===== src/rtl/color_check_ctrl.sv =====
// color_check_ctrl: walks the graph held in a shared 256x8 single-port memory
// and checks the node colouring. For each node it reads the node's two index
// entries, its own colour, then every adjacency entry and that neighbour's colour.
// It reports the first conflict or the number of uncoloured nodes, and writes a
// status byte back into memory.
//
// Port sharing: cpu_req is a request that is always granted in the same cycle
// (cpu_gnt = cpu_req). While it is high, the CPU owns mem_addr/mem_in/mem_we and
// the checker freezes. There is no back-pressure on the CPU side.
module color_check_ctrl #(
   parameter int N_NODES      = 33,
   parameter int IDX_BASE     = 148,
   parameter int END_PTR_ADDR = 255,
   parameter int COLOR_BASE   = 181,
   parameter int STATUS_ADDR  = 254
) (
   input  logic       clk,
   input  logic       rst_n,
   input  logic       start,
   input  logic       abort,
   input  logic       cpu_req,
   input  logic       cpu_we,
   input  logic [7:0] cpu_addr,
   input  logic [7:0] cpu_wdata,
   output logic       cpu_gnt,
   output logic       mem_we,
   output logic [7:0] mem_addr,
   output logic [7:0] mem_in,
   input  logic [7:0] mem_out,
   output logic       busy,
   output logic       done,
   output logic       conflict,
   output logic [7:0] conflict_node,
   output logic [7:0] conflict_nbr,
   output logic [7:0] uncolored
);

   localparam logic [7:0] LAST_N   = 8'(N_NODES - 1);
   localparam logic [7:0] NN       = 8'(N_NODES);
   localparam logic [7:0] IDX_B    = 8'(IDX_BASE);
   localparam logic [7:0] END_A    = 8'(END_PTR_ADDR);
   localparam logic [7:0] COL_B    = 8'(COLOR_BASE);
   localparam logic [7:0] STAT_A   = 8'(STATUS_ADDR);

   typedef enum logic [2:0] {
      IDLE    = 3'd0,
      RD_LO   = 3'd1,
      RD_HI   = 3'd2,
      RD_MY   = 3'd3,
      RD_ADJ  = 3'd4,
      RD_NCOL = 3'd5,
      WR_STAT = 3'd6
   } state_t;

   state_t     state, state_d;
   logic [7:0] n, n_d;
   logic [7:0] ptr, ptr_d;
   logic [7:0] hi, hi_d;
   logic [7:0] mycol, mycol_d;
   logic [7:0] nb, nb_d;
   logic       conflict_d;
   logic [7:0] conflict_node_d, conflict_nbr_d, uncolored_d;
   logic       done_d;
   logic       go_next;
   logic [7:0] ptr_inc;
   logic [7:0] chk_addr;
   logic       chk_we;
   logic [7:0] status_byte;

   assign ptr_inc     = ptr + 8'd1;
   assign status_byte = conflict ? {1'b1, conflict_node[6:0]} : {1'b0, uncolored[6:0]};
   assign busy        = (state != IDLE);
   assign cpu_gnt     = cpu_req;

   // Port mux: the CPU always wins the memory port.
   always_comb begin
      mem_addr = cpu_req ? cpu_addr  : chk_addr;
      mem_in   = cpu_req ? cpu_wdata : status_byte;
      mem_we   = cpu_req ? cpu_we    : chk_we;
   end

   // Next-state logic: one memory read per state, captured at the same edge.
   always_comb begin
      state_d         = state;
      n_d             = n;
      ptr_d           = ptr;
      hi_d            = hi;
      mycol_d         = mycol;
      nb_d            = nb;
      conflict_d      = conflict;
      conflict_node_d = conflict_node;
      conflict_nbr_d  = conflict_nbr;
      uncolored_d     = uncolored;
      done_d          = 1'b0;
      go_next         = 1'b0;
      chk_addr        = 8'h00;
      chk_we          = 1'b0;
      case (state)
         IDLE: begin
            if (start) begin
               conflict_d      = 1'b0;
               conflict_node_d = 8'h00;
               conflict_nbr_d  = 8'h00;
               uncolored_d     = 8'h00;
               n_d             = 8'h00;
               state_d         = RD_LO;
            end
         end
         RD_LO: begin
            chk_addr = IDX_B + n;
            ptr_d    = mem_out;
            state_d  = RD_HI;
         end
         RD_HI: begin
            chk_addr = (n == LAST_N) ? END_A : (IDX_B + n + 8'd1);
            hi_d     = mem_out;
            state_d  = RD_MY;
         end
         RD_MY: begin
            chk_addr = COL_B + n;
            mycol_d  = mem_out;
            if (mem_out == 8'h00 && uncolored != 8'hFF) uncolored_d = uncolored + 8'd1;
            if (ptr < hi) state_d = RD_ADJ;
            else          go_next = 1'b1;
         end
         RD_ADJ: begin
            chk_addr = ptr;
            nb_d     = mem_out;
            ptr_d    = ptr_inc;
            if (mem_out >= NN) begin
               // Out-of-range neighbour id: skip without reading its colour.
               if (ptr_inc < hi) state_d = RD_ADJ;
               else              go_next = 1'b1;
            end else begin
               state_d = RD_NCOL;
            end
         end
         RD_NCOL: begin
            chk_addr = COL_B + nb;
            if (mycol != 8'h00 && mem_out == mycol) begin
               conflict_d      = 1'b1;
               conflict_node_d = n;
               conflict_nbr_d  = nb;
               state_d         = WR_STAT;
            end else if (ptr < hi) begin
               state_d = RD_ADJ;
            end else begin
               go_next = 1'b1;
            end
         end
         WR_STAT: begin
            chk_addr = STAT_A;
            chk_we   = !abort;
            done_d   = 1'b1;
            state_d  = IDLE;
         end
         default: state_d = IDLE;
      endcase
      if (go_next) begin
         if (n == LAST_N) begin
            state_d = WR_STAT;
         end else begin
            n_d     = n + 8'd1;
            state_d = RD_LO;
         end
      end
   end

   // State register: abort beats progress, a CPU cycle freezes everything.
   always_ff @(posedge clk) begin
      if (!rst_n) begin
         state         <= IDLE;
         n             <= 8'h00;
         ptr           <= 8'h00;
         hi            <= 8'h00;
         mycol         <= 8'h00;
         nb            <= 8'h00;
         conflict      <= 1'b0;
         conflict_node <= 8'h00;
         conflict_nbr  <= 8'h00;
         uncolored     <= 8'h00;
         done          <= 1'b0;
      end else if (abort) begin
         state <= IDLE;
         done  <= 1'b0;
      end else if (cpu_req) begin
         done  <= 1'b0;
      end else begin
         state         <= state_d;
         n             <= n_d;
         ptr           <= ptr_d;
         hi            <= hi_d;
         mycol         <= mycol_d;
         nb            <= nb_d;
         conflict      <= conflict_d;
         conflict_node <= conflict_node_d;
         conflict_nbr  <= conflict_nbr_d;
         uncolored     <= uncolored_d;
         done          <= done_d;
      end
   end

endmodule


===== config.mk =====
export PLATFORM = sky130hd
export DESIGN_NAME = color_check_ctrl
export DESIGN_NICKNAME = d
export VERILOG_FILES = /design/src/rtl/color_check_ctrl.sv
export SDC_FILE = /design/constraint.sdc
export NUM_CORES = 1
export LEC_CHECK = 0
export CAP_MARGIN = 10
export CORE_MARGIN = 2
export CORE_UTILIZATION = 40
export CTS_CLUSTER_DIAMETER = 150
export DETAILED_ROUTE_END_ITERATION = 7
export PLACE_DENSITY_LB_ADDON = 0.12
export SYNTH_ARGS = -nofsm -noshare
export SYNTH_HDL_FRONTEND = slang
export SYNTH_SLANG_ARGS = --single-unit

===== constraint.sdc =====
create_clock -name clk -period 3.2 [get_ports clk]
set_input_delay 0.8 -clock clk [delete_from_list [all_inputs] [get_ports clk]]
set_output_delay 0.8 -clock clk [all_outputs]
set_load 0.02 [all_outputs]

---- After elaboration in Yosys (flattened, before gate mapping) ----
Index checks and enable logic that the tools add are counted.
cells by class
  add/sub/neg operators ................... 7
  magnitude comparators ................... 3
  equality and inequality tests ........... 14
  mux-type cells .......................... 36
  bitwise logic cells ..................... 3
  reduce and logical (&&, ||, !) cells .... 20
operator list
  operator             number
  $mux 8               12
  $pmux 8 s2           4
  $pmux 8 s6           1
  $add 8x1->8 const B  4
  $add 8x8->8 const A  3
  $mux 3               7
  $pmux 3 s6           1
  $lt 8x8->1           2
  $reduce_and 3->1     5
  $reduce_and 5->1     2
  $eq 3x3->1 const B   3
  $mux 1               9
  $eq 8x6->1 const B   1
  $eq 8x8->1           1
  $ge 8x6->1 const B   1
  $logic_not 8->1      1
  $ne 8x8->1 const B   1
  $reduce_bool 8->1    1
  $eq 3x2->1 const B   2
  $ne 2x2->1 const B   3
  $reduce_bool 2->1    3
  $ne 4x4->1 const B   1
  $eq 3x1->1 const B   1
  $logic_not 3->1      1
  10 further kinds     13
storage, ports and cells
  register bits after elaboration ......... 69
  input port bits ......................... 30
  output and inout bits ................... 45
  logic and storage cells ................. 94

---- Longest topological paths before layout ----
Gate-level depths: netlist (run 1).
  depth after elaboration ................. 7
  depth in mapped cells ................... 12
  gate-level depth less buffers ........... 12

---- Least setup slack after synthesis (run 1) ----
Ideal clock, no wire load.
  path type ............................... register -> output
  start point ............................. reg state[0]
  end point ............................... out mem_addr[6]
  arrival time ............................ 2356 ps
  required time ........................... 2400 ps
  path slack .............................. 44 ps
  stages on the path, launching flop included .. 12
  path buffers ............................ 2
  cells stage by stage .................... dfxtp_1 > buf_4 > and3b_1 > buf_2 > o21ai_0 > ha_1 > inv_1 > a221oi_2 > nor2_1 > xnor2_1 > a221oi_1 > o21ai_0
between the ends
  longest elaborated chain between the ends .. 3
ends and longest elaborated chain
  what                                RTL line  source
  start, declared                     55        state_t state, state_d;
  start signal, assigned              189       state <= state_d;
  $eq 3x3->1 (tied with other cells)  98        case (state)
  $pmux 8 s6 (*)                      98
  $mux 8 (*)                          77        mem_addr = cpu_req ? cpu_addr : chk_addr;
  end, declared                       27        output logic [7:0] mem_addr,
Every way passes the cells marked *; elsewhere a longest branch is shown, timed or not.

---- Worst setup path after layout (run 1) ----
  start point ............................. reg state[1]
  end point ............................... out mem_addr[4]
Same word-level chain as after synthesis.

==> impl_metrics.csv, run 1 <==
group,metric,value,unit
setup_path,r2r_slack,240,ps
synth,synthAdderAreaFrac,5.90,%
grt,grt_pass1_wl,23900,microns
sta,fmax,0.311,GHz
job,maxCapViolations,0,
drt,firstDrtPassIters,5,
grt,grt_overflow_total,0,
sta,slew_violations,0,
grt,antenna_found_initial,0,
synth,ys_seq_area_share,29.6,%
die,dieWidth,112,microns
sta,worst_slew_pin_slew,577,ps
final_layout,diodes,0,
grt,first_global_vias,4784,
setup_path,crit_type,"reg -> out",
grt,grt_usage,23.7,%
sta,relSlewSlack,61.3,%
drt,postRouteAntennaNets,0,
clock_network,htree_levels,3,
setup_path,cp_data_arrival_time,2410,ps
sta,post-route-min-period,3210,ps
synth,synth-compound-area-share,24.2,%
sta,setup_violations,1,
synth,syn_area_per_cell,7.73,sq um
sta,rsz0062_at_grt,"yes",
drt,post-route-drc-count,0,
drt,wirelength,14600,microns
synth,synth_commonest_cells,"nand2_1 (92), dfxtp_1 (69), o21ai_0 (36)",
pwr,peakVddDrop,0.000258,V
final_layout,fin_util,56.0,%
setup_path,crit_fanout,5,
die,chipHeight,112,microns
placed_design,gp_congestion,0.886,
sta,finalClockSkew,4.95,ps
synth,ys_top_cells_by_area,"dfxtp_1 (30%), nand2_1 (7.4%), ha_1 (5.9%), xor2_1 (3.9%), o21ai_0 (3.9%)",
synth,synth_cell_types,59,
synth,synth_flop_cell,"dfxtp_1",
synth,synth_top_family_by_area,"compound AO/OA/AOI/OAI gates",
setup_path,required,2400,ps
die,num_rows,39,
die,die_area,12500,sq um
synth,synth_mux_area_share,3.73,%
setup_path,crit_path_end_kind,"primary output",
clock_network,cts_root_buf,"clkbuf_16",
synth,synth_seq_cells,69,
status,status,"complete, but fails checks",
synth,netlist.top_cell.by_area,"dfxtp_1",
synth,synth-simple-area-share,24.0,%
sta,tns,-12.3,ps
clock_network,clk_latency,340,ps
setup_path,critPathSlowestCell,"dfxtp_2",
setup_path,crit_path_start_kind,"register",
synth,async_flop_share,0,%
die,start_util,40.8,%
sta,post-route-period-util,100,%
die,io_pins,75,
die,core_area,11400,sq um
setup_path,crit_chain,"and3b_2 > nand2_2 > o21ai_2 > ha_2 > inv_2 > a221oi_4 > buf_4 > xnor2_2 > a22oi_2 > a21oi_2 > a21o_1 > buf_6",
final_layout,nNetsFinal,772,
placed_design,io_buffers,74,
sta,fin_ws,-12.3,ps
drt,drt-initial-drc-count,290,
clock_network,clkSlewWorstSetupHoldPaths,60,ps
synth,synth_nets,655,
final_layout,drive_above_1_share,18.0,%
drt,vias_per_cell,5.57,
setup_path,slowest_delay,310,ps
synth,synthXorXnorAreaFrac,7.51,%
placed_design,hpwl,11200,microns
status,violations,"setup timing",
pwr,cellLeakagePower,2.43,nW
final_layout,fillers,1091,
clock_network,cts-hold-fix-buffers,0,
final_layout,regArea,1380,sq um
sta,hold_viol,0,
synth,yosysWarnings,0,
drt,wire_per_inst,16.9,microns
clock_network,cts_buffer_depth,2,
synth,synthCells,603,
clock_network,cts_buffers,9,
min_path,hold_class,"reg -> reg",
pwr,powerDensity,356,nW/um^2
synth,synth_edf_count,0,
synth,synth_most_common_cell,"nand2_1",
final_layout,multi_input_area,3130,sq um
final_layout,area_growth,37.0,%
grt,grt_max_degree,43,
clock_network,numClockSinks,69,
synth,synth_top_cell_area_share,29.6,%
synth,synthesis.area,4660,sq um
clock_network,cts_tree,"yes",
sta,holdWs,464,ps
drt,via_count,4830,
through the flow:
stage          setup slack, ps  area [sq um]  total power, mW  std cells
3_5_place_dp              -284          5970             1.14        850
4_1_cts                   -209          6330             2.29        866
5_1_grt                   -139          6390             2.34        867
6_report                 -12.3          6390             2.28        867
3_3_place_gp              -217          5970             1.14        850
2_1_floorplan             43.6          4660             1.01        603
repair_timing:
item,CTS,global route
endpoints found under the setup margin,17,14
resized for setup,31,35
pin swaps,3,12
buffers inserted,1,2
final timing paths:
| kind | from | to | cells after the start |
|---|---|---|---|
| worst max-delay path | state[1]$_SDFFE_PP0P_ | mem_addr[4] | 12 |
| worst min-delay path | hi[7]$_SDFFE_PN0P_ | hi[7]$_SDFFE_PN0P_ | 2 |
| worst max register to register | ptr[1]$_SDFFE_PN0P_ | n[2]$_SDFFE_PN0P_ | 12 |
| worst min register to register | hi[7]$_SDFFE_PN0P_ | hi[7]$_SDFFE_PN0P_ | 2 |
critical path: cells and delay by family, from the launching register on:
kind / cells / cell delay, ps
AO/OA/AOI/OAI: 5 / 790
XOR/XNOR: 1 / 60
adder cells (fa/ha/maj): 1 / 190
buffers and inverters: 3 / 350
flip-flops: 1 / 310
AND/OR/NAND/NOR: 2 / 380
cell usage in the layout (no fill, tap or decap), drive strengths merged, types with 4 or more instances in the layout:
master	count
o21ai	39
xnor2	19
nor3	14
dfxtp	69
buf	78
nand3	23
a21boi	24
inv	18
xor2	21
o221ai	4
a31oi	5
nor2b	27
a22oi	22
and3	8
nor2	33
nand4	7
mux2i	14
clkdlybuf4s50	64
clkbuf	12
nor4	6
nand2	92
a21oi	36
ha	22
o22ai	6
report_power, final:
part           leakage (nW)  switching [mW]  internal [mW]  total, mW
clock                 0.162           0.395          0.758       1.15
combinational          1.71           0.136          0.119      0.254
sequential            0.557         0.00534          0.863      0.868
total                  2.43           0.536           1.74       2.28
registers in the layout, summed over array words and instances (netlist names):
| name | count |
|---|---|
| nb | 8 |
| done | 1 |
| hi | 8 |
| conflict | 1 |
| conflict_nbr | 8 |
| uncolored | 8 |
| conflict_node | 8 |
| mycol | 8 |
| state | 3 |
| ptr | 8 |
| n | 8 |
metal layers:
| layer | global-route usage (%) | part of all wire, % |
|---|---|---|
| met1 | 30.5 | 45 |
| met2 | 39.8 | 47 |
| met3 | 3.21 | 4.7 |
| met4 | 10.1 | 2.9 |
| met5 | 0 | 0 |
final cells by class:
| class | instances | area share (%) |
|---|---|---|
| Sequential cell | 69 | 21.7 |
| Multi-Input combinational cell | 475 | 48.9 |
| Clock inverter | 6 | 1.74 |
| Timing Repair Buffer | 148 | 20.3 |
| Clock buffer | 9 | 3.53 |
| Inverter | 17 | 0.999 |
| Tap cell | 143 | 2.80 |
logic make-up (layout without fill, tap and decap cells):
family          after synthesis  after routing
compound gates              169            169
xor+xnor                     40             40
fa+ha+maj                    22             22
buf+inv                      59            180
flops                        69             69
mux                          17             17
simple gates                227            227
(Power assumes the default switching activity.)
==> run 2: changes to the inputs <==
CAP_MARGIN = unset   (was 10)
GPL_ROUTABILITY_DRIVEN = 0   (was unset)
clock period = 2.9 ns   (was 3.2 ns; I/O delays follow)
==> impl_metrics.csv, run 2 (synthesized netlist as in run 1, its figures left out) <==
group,metric,value,unit
min_path,min_from,"hi[7]$_SDFFE_PN0P_",
drt,highest_layer,"met4",
drt,vias_per_cell,5.42,
grt,grt_max_degree,37,
sta,hold_viol,0,
sta,worst_slew_pin_slew,545,ps
sta,holdWs,460,ps
drt,wl_met2,7360,microns
setup_path,crit_path_end_kind,"primary output",
final_layout,regArea,1390,sq um
die,die_area,12500,sq um
sta,fmax,0.324,GHz
sta,setup_violations,5,
drt,wl_met3,890,microns
setup_path,r2r_slack,120,ps
final_layout,finalNonFillerCells,899,
sta,post-route-period-util,106,%
pwr,cellLeakagePower,2.68,nW
final_layout,stdcell_area,6660,sq um
clock_network,clk_latency,340,ps
placed_design,place_ws,-402,ps
final_layout,nNetsFinal,803,
min_path,min_path_cells,2,
sta,slew_violations,0,
final_layout,area_growth,42.8,%
sta,finalClockSkew,8.74,ps
setup_path,worst_path_dominant_cell_family,"compound AO/OA/AOI/OAI gates",
final_layout,multi_input_area,3170,sq um
setup_path,crit_path_start_kind,"register",
final_layout,fillers,1077,
status,status,"complete, but fails checks",
drt,wl_met1,6700,microns
placed_design,hpwl,11700,microns
clock_network,cts_buffers,9,
setup_path,rr_endpoint,"n[2]$_SDFFE_PN0P_",
setup_path,cp_num_buf_inv,3,
final_layout,final_cell_mix,"buf_4 (105), nand2_1 (91), dfxtp_1 (63), clkdlybuf4s50_1 (57), a21oi_1 (33)",
status,violations,"setup timing",
setup_path,crit_type,"reg -> out",
setup_path,cp_data_arrival_time,2360,ps
die,chipHeight,112,microns
job,maxCapViolations,0,
die,dieWidth,112,microns
grt,antenna_found_initial,0,
min_path,min_to,"hi[7]$_SDFFE_PN0P_",
setup_path,slowest_delay,310,ps
clock_network,htree_levels,3,
sta,fin_ws,-184,ps
final_layout,drive_above_1_share,22.9,%
sta,rsz0062_at_grt,"yes",
final_layout,diodes,0,
setup_path,crit_fanout,5,
drt,drt-initial-drc-count,294,
drt,wirelength,15300,microns
die,io_pins,75,
sta,post-route-min-period,3080,ps
placed_design,dp.cells,877,
drt,postRouteAntennaNets,0,
min_path,hold_class,"reg -> reg",
sta,relSlewSlack,63.5,%
setup_path,r2r.worst_path.cells,12,
clock_network,numClockSinks,69,
die,start_util,40.8,%
setup_path,crit_chain,"and3b_2 > nand2_1 > o21ai_1 > ha_2 > inv_2 > a221oi_4 > buf_4 > xnor2_1 > a22oi_1 > a21oi_1 > a21o_1 > buf_6",
clock_network,cts_tree,"yes",
grt,grt_overflow_total,0,
drt,via_count,4877,
pwr,power.total,2.39,mW
pwr,peakVddDrop,0.000293,V
grt,grt_pass1_wl,24500,microns
drt,post-route-drc-count,0,
setup_path,regToRegStartpoint,"ptr[1]$_SDFFE_PN0P_",
setup_path,critPathSlowestCell,"dfxtp_2",
clock_network,clkSlewWorstSetupHoldPaths,60,ps
placed_design,dpl_cell_area,6170,sq um
drt,wire_per_inst,17.0,microns
pwr,powerDensity,359,nW/um^2
die,core_area,11400,sq um
grt,grt_usage,24.5,%
setup_path,required,2170,ps
placed_design,io_buffers,74,
drt,firstDrtPassIters,5,
clock_network,cts_buffer_depth,2,
die,num_rows,39,
final_layout,final_common_cell,"buf_4",
grt,first_global_vias,4818,
clock_network,cts_root_buf,"clkbuf_16",
## run 2: cell count changes in the layout (fill, tap and decap cells not counted), sizes merged
cell,before,now
bufinv,3,1
clkdlybuf4s50,64,57
clkinvlp,1,3
clkdlybuf4s15,0,1
dlymetal6s2s,0,6
buf,78,111
clkbuf,12,11
## run 2: worst reg2reg max path: stages, from the launching register on
cell and delay [ps]:
dfxtp_2 360, and3_1 190, and3_1 190, and3_1 170, xor2_1 190, ha_1 270, buf_4 140, a21oi_1 210
o221ai_2 160, a32oi_2 270, a21oi_4 130, o21a_1 240, o22ai_1 170
## run 2: metal layers
metal	track usage [%]	vias to the layer above
li1	-	2448
met1	30.8	2285
met2	42.2	124
met3	4.25	20
met4	8.78	0
met5	0	-
## run 2: per-stage QoR
stage / TNS (ps) / utilization [%]
after detailed placement: -5510 / 54.1
final: -580 / 58.3
after CTS: -644 / 57.7
after global placement: -5030 / 54.1
after global routing: -1480 / 58.3
after floorplan: 0 / -
## run 2: where the power goes
part	switching (mW)	internal (mW)	leakage [nW]
Clock	0.445	0.693	0.141
Sequential	0.00538	0.952	0.559
Combinational	0.156	0.141	1.98
Total	0.606	1.79	2.68
## run 2: cell type report
cell class | instances | area share [%]
Multi-Input combinational cell | 475 | 47.6
Timing Repair Buffer | 179 | 23.3
Sequential cell | 69 | 20.9
Clock buffer | 10 | 3.59
Tap cell | 143 | 2.69
Clock inverter | 6 | 1.05
Inverter | 17 | 0.959
## run 2: worst max path at each step
stage | cells after the start | from | to
2_1_floorplan | 11 | state[0]$_SDFFE_PP0P_ | mem_addr[6]
6_report | 12 | state[1]$_SDFFE_PP0P_ | mem_addr[4]
3_3_place_gp | 5 | cpu_req | mem_addr[7]
4_1_cts | 12 | state[1]$_SDFFE_PP0P_ | mem_addr[4]
5_1_grt | 12 | state[1]$_SDFFE_PP0P_ | mem_addr[6]
3_5_place_dp | 6 | cpu_req | mem_addr[4]
## run 2: timing repair
action	CTS	global route
setup endpoints to repair	21	24
pin swaps	20	11
hold buffers	0	0
resized for setup	72	20
buffers inserted	3	4
